## src/rtl/lut_ff_slice_pkg.sv

```systemverilog
// Shared definitions for the runtime-configured LUT/FF slice.
//   calc_w / calc_cfg_bits : config bits per cell and per slice
//   INIT_LSB, reg_sel_ofs, ff_init_ofs : field offsets inside one cell's slice
//   state_t : configuration FSM encoding
package lut_ff_slice_pkg;

  typedef enum logic [1:0] {
    UNCFG = 2'd0,
    LOAD  = 2'd1,
    RUN   = 2'd2
  } state_t;

  localparam int INIT_LSB = 0;

  // 2**K LUT bits plus REG_SEL and FF_INIT.
  function automatic int calc_w(input int k);
    return (1 << k) + 2;
  endfunction

  function automatic int calc_cfg_bits(input int k, input int n);
    return n * calc_w(k);
  endfunction

  function automatic int reg_sel_ofs(input int k);
    return 1 << k;
  endfunction

  function automatic int ff_init_ofs(input int k);
    return (1 << k) + 1;
  endfunction

endpackage

```

## src/rtl/lut_ff_slice_if.sv

```systemverilog
// Bus bundle between the routing fabric and one logic slice.
//   CFG_EN/CFG_DIN : serial config in, CFG_DOUT : serial config out (daisy chain)
//   CFG_DONE       : slice configured and running
//   CE/I/O         : per-cell clock enables, LUT inputs, cell outputs
// Handshake semantics: there is no backpressure. CFG_EN is a pure qualifier --
// every rising CLK edge with CFG_EN=1 consumes exactly one CFG_DIN bit and
// presents the displaced bit on CFG_DOUT; with CFG_EN=0 the config stream pauses.
interface lut_ff_slice_if #(
  parameter int K = 4,
  parameter int N = 4
);
  logic           CFG_EN;
  logic           CFG_DIN;
  logic           CFG_DOUT;
  logic           CFG_DONE;
  logic [N-1:0]   CE;
  logic [N*K-1:0] I;
  logic [N-1:0]   O;

  modport master (
    output CFG_EN, CFG_DIN, CE, I,
    input  CFG_DOUT, CFG_DONE, O
  );

  modport slave (
    input  CFG_EN, CFG_DIN, CE, I,
    output CFG_DOUT, CFG_DONE, O
  );
endinterface

```

## src/rtl/lut_ff_slice_cell.sv

```systemverilog
// One logic cell: K-input LUT, clock-enabled DFF and output select.
//   clk, rst_n   : clock, synchronous active-low reset
//   cfg          : this cell's W-bit config slice {FF_INIT, REG_SEL, INIT}
//   ff_init_nxt  : FF_INIT bit as it will be after the current edge's shift
//   run          : slice is in RUN
//   init_load    : this edge enters RUN; load FF_INIT instead of the LUT value
//   ce, i        : clock enable and LUT inputs
//   o            : cell output, 0 unless running
module lut_ff_cell
  import lut_ff_slice_pkg::*;
#(
  parameter int  K = 4,
  localparam int W = calc_w(K)
) (
  input  logic         clk,
  input  logic         rst_n,
  input  logic [W-1:0] cfg,
  input  logic         ff_init_nxt,
  input  logic         run,
  input  logic         init_load,
  input  logic         ce,
  input  logic [K-1:0] i,
  output logic         o
);

  localparam int LUT_SIZE = 1 << K;
  localparam int RS_OFS   = reg_sel_ofs(K);
  localparam int FI_OFS   = ff_init_ofs(K);

  logic [LUT_SIZE-1:0] lut_init;
  logic                reg_sel;
  logic [K-1:0]        idx;
  logic                l;
  logic                q;
  logic                unused_ff_init;

  assign lut_init = cfg[INIT_LSB +: LUT_SIZE];
  assign reg_sel  = cfg[RS_OFS];
  // FF_INIT is taken from ff_init_nxt so the load sees the post-shift value.
  assign unused_ff_init = cfg[FI_OFS];

  // Unknown inputs index as 0 in simulation; synthesises to a plain mux select.
  always_comb begin
    idx = '0;
    for (int b = 0; b < K; b++) begin
      idx[b] = (i[b] === 1'b1);
    end
    l = lut_init[idx];
  end

  always_ff @(posedge clk) begin
    if (!rst_n) begin
      q <= 1'b0;
    end else if (init_load) begin
      q <= ff_init_nxt;
    end else if (run) begin
      if (ce) begin
        q <= l;
      end
    end else begin
      q <= 1'b0;
    end
  end

  assign o = run ? (reg_sel ? q : l) : 1'b0;

endmodule

```

## src/rtl/lut_ff_slice.sv

```systemverilog
// Runtime-configured slice of N LUT/FF cells loaded through a serial chain.
//   CLK, RST_N : clock, synchronous active-low reset
//   bus        : config stream, CE, LUT inputs and cell outputs (slave side)
//   DBG_STATE  : configuration FSM state
//   DBG_CNT    : bits accepted in the current load
//   DBG_SR     : config shift register contents
module lut_ff_slice
  import lut_ff_slice_pkg::*;
#(
  parameter int  K        = 4,
  parameter int  N        = 4,
  localparam int W        = calc_w(K),
  localparam int CFG_BITS = calc_cfg_bits(K, N),
  localparam int CNT_W    = $clog2(CFG_BITS + 1)
) (
  input  logic                CLK,
  input  logic                RST_N,
  lut_ff_slice_if.slave       bus,
  output state_t              DBG_STATE,
  output logic [CNT_W-1:0]    DBG_CNT,
  output logic [CFG_BITS-1:0] DBG_SR
);

  localparam logic [CNT_W-1:0] CNT_LAST = CNT_W'(CFG_BITS - 1);
  localparam int               FI_OFS   = ff_init_ofs(K);

  state_t              state, state_nxt;
  logic [CNT_W-1:0]    cnt, cnt_nxt;
  logic [CFG_BITS-1:0] sr, sr_nxt;
  logic                init_load;
  logic                run;
  logic [N-1:0]        o_cell;

  always_ff @(posedge CLK) begin
    if (!RST_N) begin
      state <= UNCFG;
      cnt   <= '0;
      sr    <= '0;
    end else begin
      state <= state_nxt;
      cnt   <= cnt_nxt;
      sr    <= sr_nxt;
    end
  end

  // The shift happens in every state; only the bookkeeping depends on state.
  // Any enabled bit while running restarts the load from scratch.
  always_comb begin
    state_nxt = state;
    cnt_nxt   = cnt;
    init_load = 1'b0;
    sr_nxt    = bus.CFG_EN ? {sr[CFG_BITS-2:0], bus.CFG_DIN} : sr;
    case (state)
      UNCFG: begin
        if (bus.CFG_EN) begin
          state_nxt = LOAD;
          cnt_nxt   = CNT_W'(1);
        end
      end
      LOAD: begin
        if (bus.CFG_EN) begin
          if (cnt == CNT_LAST) begin
            state_nxt = RUN;
            cnt_nxt   = '0;
            init_load = 1'b1;
          end else begin
            cnt_nxt = cnt + CNT_W'(1);
          end
        end
      end
      RUN: begin
        if (bus.CFG_EN) begin
          state_nxt = LOAD;
          cnt_nxt   = CNT_W'(1);
        end
      end
      default: begin
        state_nxt = UNCFG;
        cnt_nxt   = '0;
      end
    endcase
  end

  assign run = (state == RUN);

  for (genvar n = 0; n < N; n++) begin : g_cell
    lut_ff_cell #(.K(K)) u_cell (
      .clk         (CLK),
      .rst_n       (RST_N),
      .cfg         (sr[n*W +: W]),
      .ff_init_nxt (sr_nxt[n*W + FI_OFS]),
      .run         (run),
      .init_load   (init_load),
      .ce          (bus.CE[n]),
      .i           (bus.I[n*K +: K]),
      .o           (o_cell[n])
    );
  end

  assign bus.O        = o_cell;
  assign bus.CFG_DOUT = sr[CFG_BITS-1];
  assign bus.CFG_DONE = run;

  assign DBG_STATE = state;
  assign DBG_CNT   = cnt;
  assign DBG_SR    = sr;

endmodule

```

## src/flat_wrapper.sv

```systemverilog
// flat-port wrapper written by rule: the top's interface ports become plain ports
module lut_ff_slice_flat import lut_ff_slice_pkg::*;
#(
  parameter int  K        = 4,
  parameter int  N        = 4,
  localparam int W        = calc_w(K),
  localparam int CFG_BITS = calc_cfg_bits(K, N),
  localparam int CNT_W    = $clog2(CFG_BITS + 1)
)
  (CLK, RST_N, DBG_STATE, DBG_CNT, DBG_SR, bus_CFG_EN, bus_CFG_DIN, bus_CE, bus_I, bus_CFG_DOUT, bus_CFG_DONE, bus_O);
  lut_ff_slice_if #(.K(K), .N(N)) bus_i ();
  input  logic CLK;
  input  logic RST_N;
  output state_t DBG_STATE;
  output logic [CNT_W-1:0] DBG_CNT;
  output logic [CFG_BITS-1:0] DBG_SR;
  input wire logic [$bits(bus_i.CFG_EN)-1:0] bus_CFG_EN;
  input wire logic [$bits(bus_i.CFG_DIN)-1:0] bus_CFG_DIN;
  input wire logic [$bits(bus_i.CE)-1:0] bus_CE;
  input wire logic [$bits(bus_i.I)-1:0] bus_I;
  output wire logic [$bits(bus_i.CFG_DOUT)-1:0] bus_CFG_DOUT;
  output wire logic [$bits(bus_i.CFG_DONE)-1:0] bus_CFG_DONE;
  output wire logic [$bits(bus_i.O)-1:0] bus_O;
  assign bus_i.CFG_EN = bus_CFG_EN;
  assign bus_i.CFG_DIN = bus_CFG_DIN;
  assign bus_i.CE = bus_CE;
  assign bus_i.I = bus_I;
  assign bus_CFG_DOUT = bus_i.CFG_DOUT;
  assign bus_CFG_DONE = bus_i.CFG_DONE;
  assign bus_O = bus_i.O;
  lut_ff_slice #(.K(K), .N(N)) u_core (.CLK(CLK), .RST_N(RST_N), .bus(bus_i), .DBG_STATE(DBG_STATE), .DBG_CNT(DBG_CNT), .DBG_SR(DBG_SR));
endmodule
```

## config.mk

```make
export PLATFORM = sky130hd
export DESIGN_NAME = lut_ff_slice_flat
export DESIGN_NICKNAME = d
export VERILOG_FILES = /design/src/rtl/lut_ff_slice_pkg.sv /design/src/rtl/lut_ff_slice_if.sv /design/src/rtl/lut_ff_slice_cell.sv /design/src/rtl/lut_ff_slice.sv /design/src/flat_wrapper.sv
export SDC_FILE = /design/constraint.sdc
export NUM_CORES = 1
export LEC_CHECK = 0
export BUFFER_PORTS_ARGS = -buffer_cell sky130_fd_sc_hd__buf_2
export CAP_MARGIN = 20
export CELL_PAD_IN_SITES_DETAIL_PLACEMENT = 0
export CELL_PAD_IN_SITES_GLOBAL_PLACEMENT = 1
export CORE_MARGIN = 3
export CORE_UTILIZATION = 36
export DETAILED_ROUTE_END_ITERATION = 7
export PLACE_DENSITY_LB_ADDON = 0.1
export SLEW_MARGIN = 20
export SYNTH_ARGS = -nofsm -noshare
export SYNTH_HDL_FRONTEND = slang
export SYNTH_SLANG_ARGS = --single-unit
```

## constraint.sdc

```tcl
create_clock -name CLK -period 1.7 [get_ports CLK]
set_clock_uncertainty 0.1 [all_clocks]
set_input_delay 0.085 -clock CLK [delete_from_list [all_inputs] [get_ports CLK]]
set_output_delay 0.085 -clock CLK [all_outputs]
set_load 0.01 [all_outputs]
```

======== Word level (Yosys, flattened, before mapping) ========
Cells that the tools add are included.
operators by class
  $add $sub $neg .......................... 1
  magnitude comparators ................... 4
  equal/unequal tests ..................... 26
  mux-type cells .......................... 40
  reduce and logical (&&, ||, !) cells .... 4
operators by type and width
  operator                                               count
  two-way mux 72 bit                                     1
  two-way mux 1 bit                                      27
  two-way mux 7 bit                                      3
  < comparator 4 x 5 -> 1 bit, second input constant     4
  binary-select mux 1 bit (select 4 bit)                 4
  === test 1 bit, second input constant                  16
  case mux 7 bit (2 select lines)                        1
  inequality test 3 x 2 -> 1 bit, second input constant  4
  adder 7 x 1 -> 7 bit, second input constant            1
  == test 7 bit, second input constant                   1
  two-way mux 2 bit                                      3
  inequality test 2 x 1 -> 1 bit, second input constant  2
  case mux 2 bit (2 select lines)                        1
  AND reduction 3 bit                                    1
  == test 2 x 1 -> 1 bit, second input constant          1
  == test 2 bit, second input constant                   1
  zero test 2 bit                                        1
  inequality test 2 bit, second input constant           1
  AND reduction 2 bit                                    1
  OR reduction 2 bit                                     1
word-level totals
  bits in registers ....................... 85
  output and inout port bits .............. 87
  word-level logic and storage cells ...... 83

======== Longest topological paths before layout ========
  depth in word-level cells ............... 6
  gate-level depth with buffers ........... 6

======== Hierarchy ========
From an unflattened synthesis, not the netlist that was laid out.
unflattened totals
  cell total of the unflattened synthesis .. 382
  area, all modules ....................... 3,947.5 sq um
modules (own cells, without submodules)
  module        times used  cells an instance  area an instance (sq um)  seq. area each (sq um)
  lut_ff_slice  1           290                3,041.7                   1,621.6
  lut_ff_cell   4           23                 226.5                     20.0

======== Worst setup path after synthesis ========
OpenSTA, ideal clock, no wires.
  kind .................................... reg-to-output
  start ................................... register u_core.sr[65] (netlist: u_core.DBG_SR[65])
  end ..................................... output port bus_O[3]
  arrival time ............................ 1.620 ns
  setup slack ............................. -0.105 ns
  cell stages (with the launch flop) ...... 6
  path buffers ............................ 1
  cells stage by stage .................... dfxtp_1 > mux4_1 > mux4_2 > mux2i_1 > nor2_1 > buf_4
on the way
  longest elaborated chain between the ends .. 4
ends and longest elaborated chain
  element                                  RTL line                 RTL
  from (decl)                              lut_ff_slice.sv:29       logic [CFG_BITS-1:0] sr, sr_nxt;
  from (signal assigned)                   lut_ff_slice.sv:42       sr <= sr_nxt;
  binary-select mux 1 bit (select 4 bit)   lut_ff_slice_cell.sv:48  l = lut_init[idx];
  two-way mux 1 bit (not written as such)  lut_ff_slice_cell.sv:48
  two-way mux 1 bit (2 in series)          lut_ff_slice_cell.sv:65  assign o = run ? (reg_sel ? q : l) : 1'b0;
  to (decl)                                flat_wrapper.sv:23       output wire logic [$bits(bus_i.O)-1:0] bus_O;
No other way between the ends. The select of a mux whose other input is x is not followed.

======== Final worst setup path ========
  start ................................... register u_core.sr[15] (netlist: u_core.DBG_SR[15])
  end ..................................... output port bus_O[0]
Same word-level chain as after synthesis.

==> out/metrics.yaml <==
outcome: "complete, but fails checks"
violations: "negative setup slack"
power_frac_comb: 0.074
synth_cells: 343
cap_violations: 0
layout_commonest_cell: "buf_2"
sequential_cell_area_um2: 1780
hold_path_class: "in2reg"
firstDrtPassIters: 4
cp_max_fo: 2
netSwitchingFraction: 0.230
async_flop_share: 0
drive_gt1_frac: 0.536
timing.final.crit_share: 1.28
netlist_area_um2: 3900
intPower_mw: 2.86
cts_inserted_buffers: 9
final-setup-viol-count: 6
fin_cells: 658
power_density_nw_per_um2: 688
grt_pass1_wl_mm: 15.6
port_buffers: 110
power_frac_seq: 0.539
antenna_found_initial: 0
drtIter0Drc: 86
total_power_mw: 3.72
chipWidth_um: 110
fill_cells: 998
grt_max_degree: 75
dp.cells: 625
avgSynthCellArea_um2: 11.4
path_buf_inv: 1
worst_slack_ns: -0.475
seq_area_frac_synth: 0.436
startpoint_type: "register"
rsz0062_at_grt: "true"
cp_common_cell: "mux4_2"
final_cell_mix: "buf_2, mux2i_1, nor2b_1"
worstMarginPinSlew_ns: 0.581
synth-edff-count: 0
hold_path_depth: 2
ant_nets: 0
path_cells: "mux4_2 > mux4_2 > mux2i_1 > nor2_1 > buf_2"
cts_tree: "built"
viasPerCell: 4.75
critical_path_arrival_ns: 1.99
final_hold_viol_count: 0
h-tree-depth: 3
die_y_um: 110
die-area_um2: 12100
hpwl_mm: 6.98
max_freq_mhz: 460
area_delta_synth_final_pct: 38.3
grt_usage: 0.165
clock-sinks: 85
maxSlewHeadroom: 0.612
p_leak_nw: 2.55
max_stage_delay_ns: 0.53
start_util: 0.375
clk_pin_slew_ns: 0.08
yosys_warnings: 0
clkPwrFrac: 0.386
coreArea_um2: 10400
diodes: 0
wl_per_cell_um: 14.8
crit_required_ns: 1.51
crit_type: "reg2out"
clk_latency_ns: 0.35
grt_pass1_vias: 3093
gp_congestion: 0.754
yosysUniqueCellTypes: 33
vias: 3123
crit_family: "multiplexers"
cpMaxStageDelayCell: "mux4_2"
nNetsFinal: 542
p_sw_mw: 0.853
drv_slew: 0
routed_wl_mm: 9.71
irDropWorstVdd_mv: 0.389
multiInputGateArea_um2: 2060
drc: 0
syn_nets: 368
r2r_cells: 5
worst_setup_path_end_kind: "output port"
period_minus_slack_ns: 2.17
synth_ff_type: "dfxtp_1"
path_depth: 5
synth_seq_cells: 85
grt.overflow.total: 0
cts_buffer_depth: 2
ios: 111
cts-root-buf: "clkbuf_8"
core.rowCount: 37
post-route-util: 0.518
## state kept, by name (all words and copies together), names as in the netlist
signal	cells
u_core.DBG_SR	72
u_core.g_cell.u_cell.q	4
u_core.DBG_STATE	2
u_core.DBG_CNT	7
## logic make-up after synthesis
family / count (synthesis) / share of synthesized area
mux: 99 / 0.325
flops: 85 / 0.436
fa+ha+maj: 1 / 0.00320
compound gates: 23 / 0.0375
buf+inv: 28 / 0.0346
xor+xnor: 4 / 0.00897
simple gates: 103 / 0.155
## power by group through the flow
stage | sequential, mW | combinational, mW | clock, mW
after global placement | 2.05 | 0.263 | 0
after global routing | 2.01 | 0.299 | 1.57
final | 2.00 | 0.275 | 1.44
after detailed placement | 2.05 | 0.265 | 0
after CTS | 2.00 | 0.279 | 1.49
after floorplan | 2.05 | 0.161 | 0
## stage by stage
step / hold slack, ns / TNS (ns) / setup WS (ns) / cell area, um2
floorplan: 0.136 / -0.144 / -0.0567 / 3920
finish: 0.0675 / -1.78 / -0.475 / 5400
detailed placement: 0.268 / -0.391 / -0.0986 / 5000
global placement: 0.254 / -0.344 / -0.0819 / 5000
CTS: 0.0617 / -1.93 / -0.492 / 5360
global route: 0.0658 / -2.45 / -0.587 / 5400
## area by class of cell
type / count / share of cell area
Timing Repair Buffer: 187 / 0.218
Multi-Input combinational cell: 230 / 0.382
Inverter: 4 / 0.00278
Tap cell: 136 / 0.0315
Clock inverter: 5 / 0.0111
Sequential cell: 85 / 0.329
Clock buffer: 11 / 0.0262
## cell usage after synthesis, types with 4 or more instances
master / number / area, um2
a21oi_1: 5 / 25.0
buf_2: 9 / 45.0
buf_4: 5 / 37.5
clkbuf_1: 10 / 37.5
dfxtp_1: 85 / 1700
inv_1: 4 / 15.0
mux2i_1: 79 / 791
mux4_1: 10 / 263
mux4_2: 9 / 203
nand2_1: 5 / 18.8
nand3_1: 4 / 20.0
nor2_1: 12 / 45.0
nor2b_1: 73 / 457
o21ai_0: 4 / 20.0
o31ai_1: 4 / 30.0
xnor2_1: 4 / 35.0
## final timing paths
kind                                    start                                      to  slack, ns
min                                     RST_N        u_core.DBG_STATE[1]$_SDFFE_PN0P_       0.07
max reg2reg    u_core.DBG_SR[15]$_SDFFE_PN0P_  u_core.g_cell[0].u_cell.q$_SDFFE_PN0P_      -0.18
min reg2reg  u_core.DBG_STATE[0]$_SDFFE_PN0P_          u_core.DBG_CNT[0]$_SDFFE_PN0P_       0.41
max            u_core.DBG_SR[15]$_SDFFE_PN0P_                                bus_O[0]      -0.47
## metal layers
layer  vias to the layer above  GRT usage  part of all wire
met5                         -          0                 0
met4                         0     0.0343            0.0078
met3                         6     0.0466             0.048
met2                        65      0.268              0.48
met1                      1502      0.222              0.47
li1                       1550          -                 -
## what timing repair did
item / in CTS / in global routing
gates resized for setup: 18 / 7
setup endpoints to repair: 7 / 9
pin swaps: 1 / 1
hold buffers: 7 / 0
buffers inserted: 9 / 1
hold endpoints to repair: 6 / 0
(Power assumes the default switching activity.)
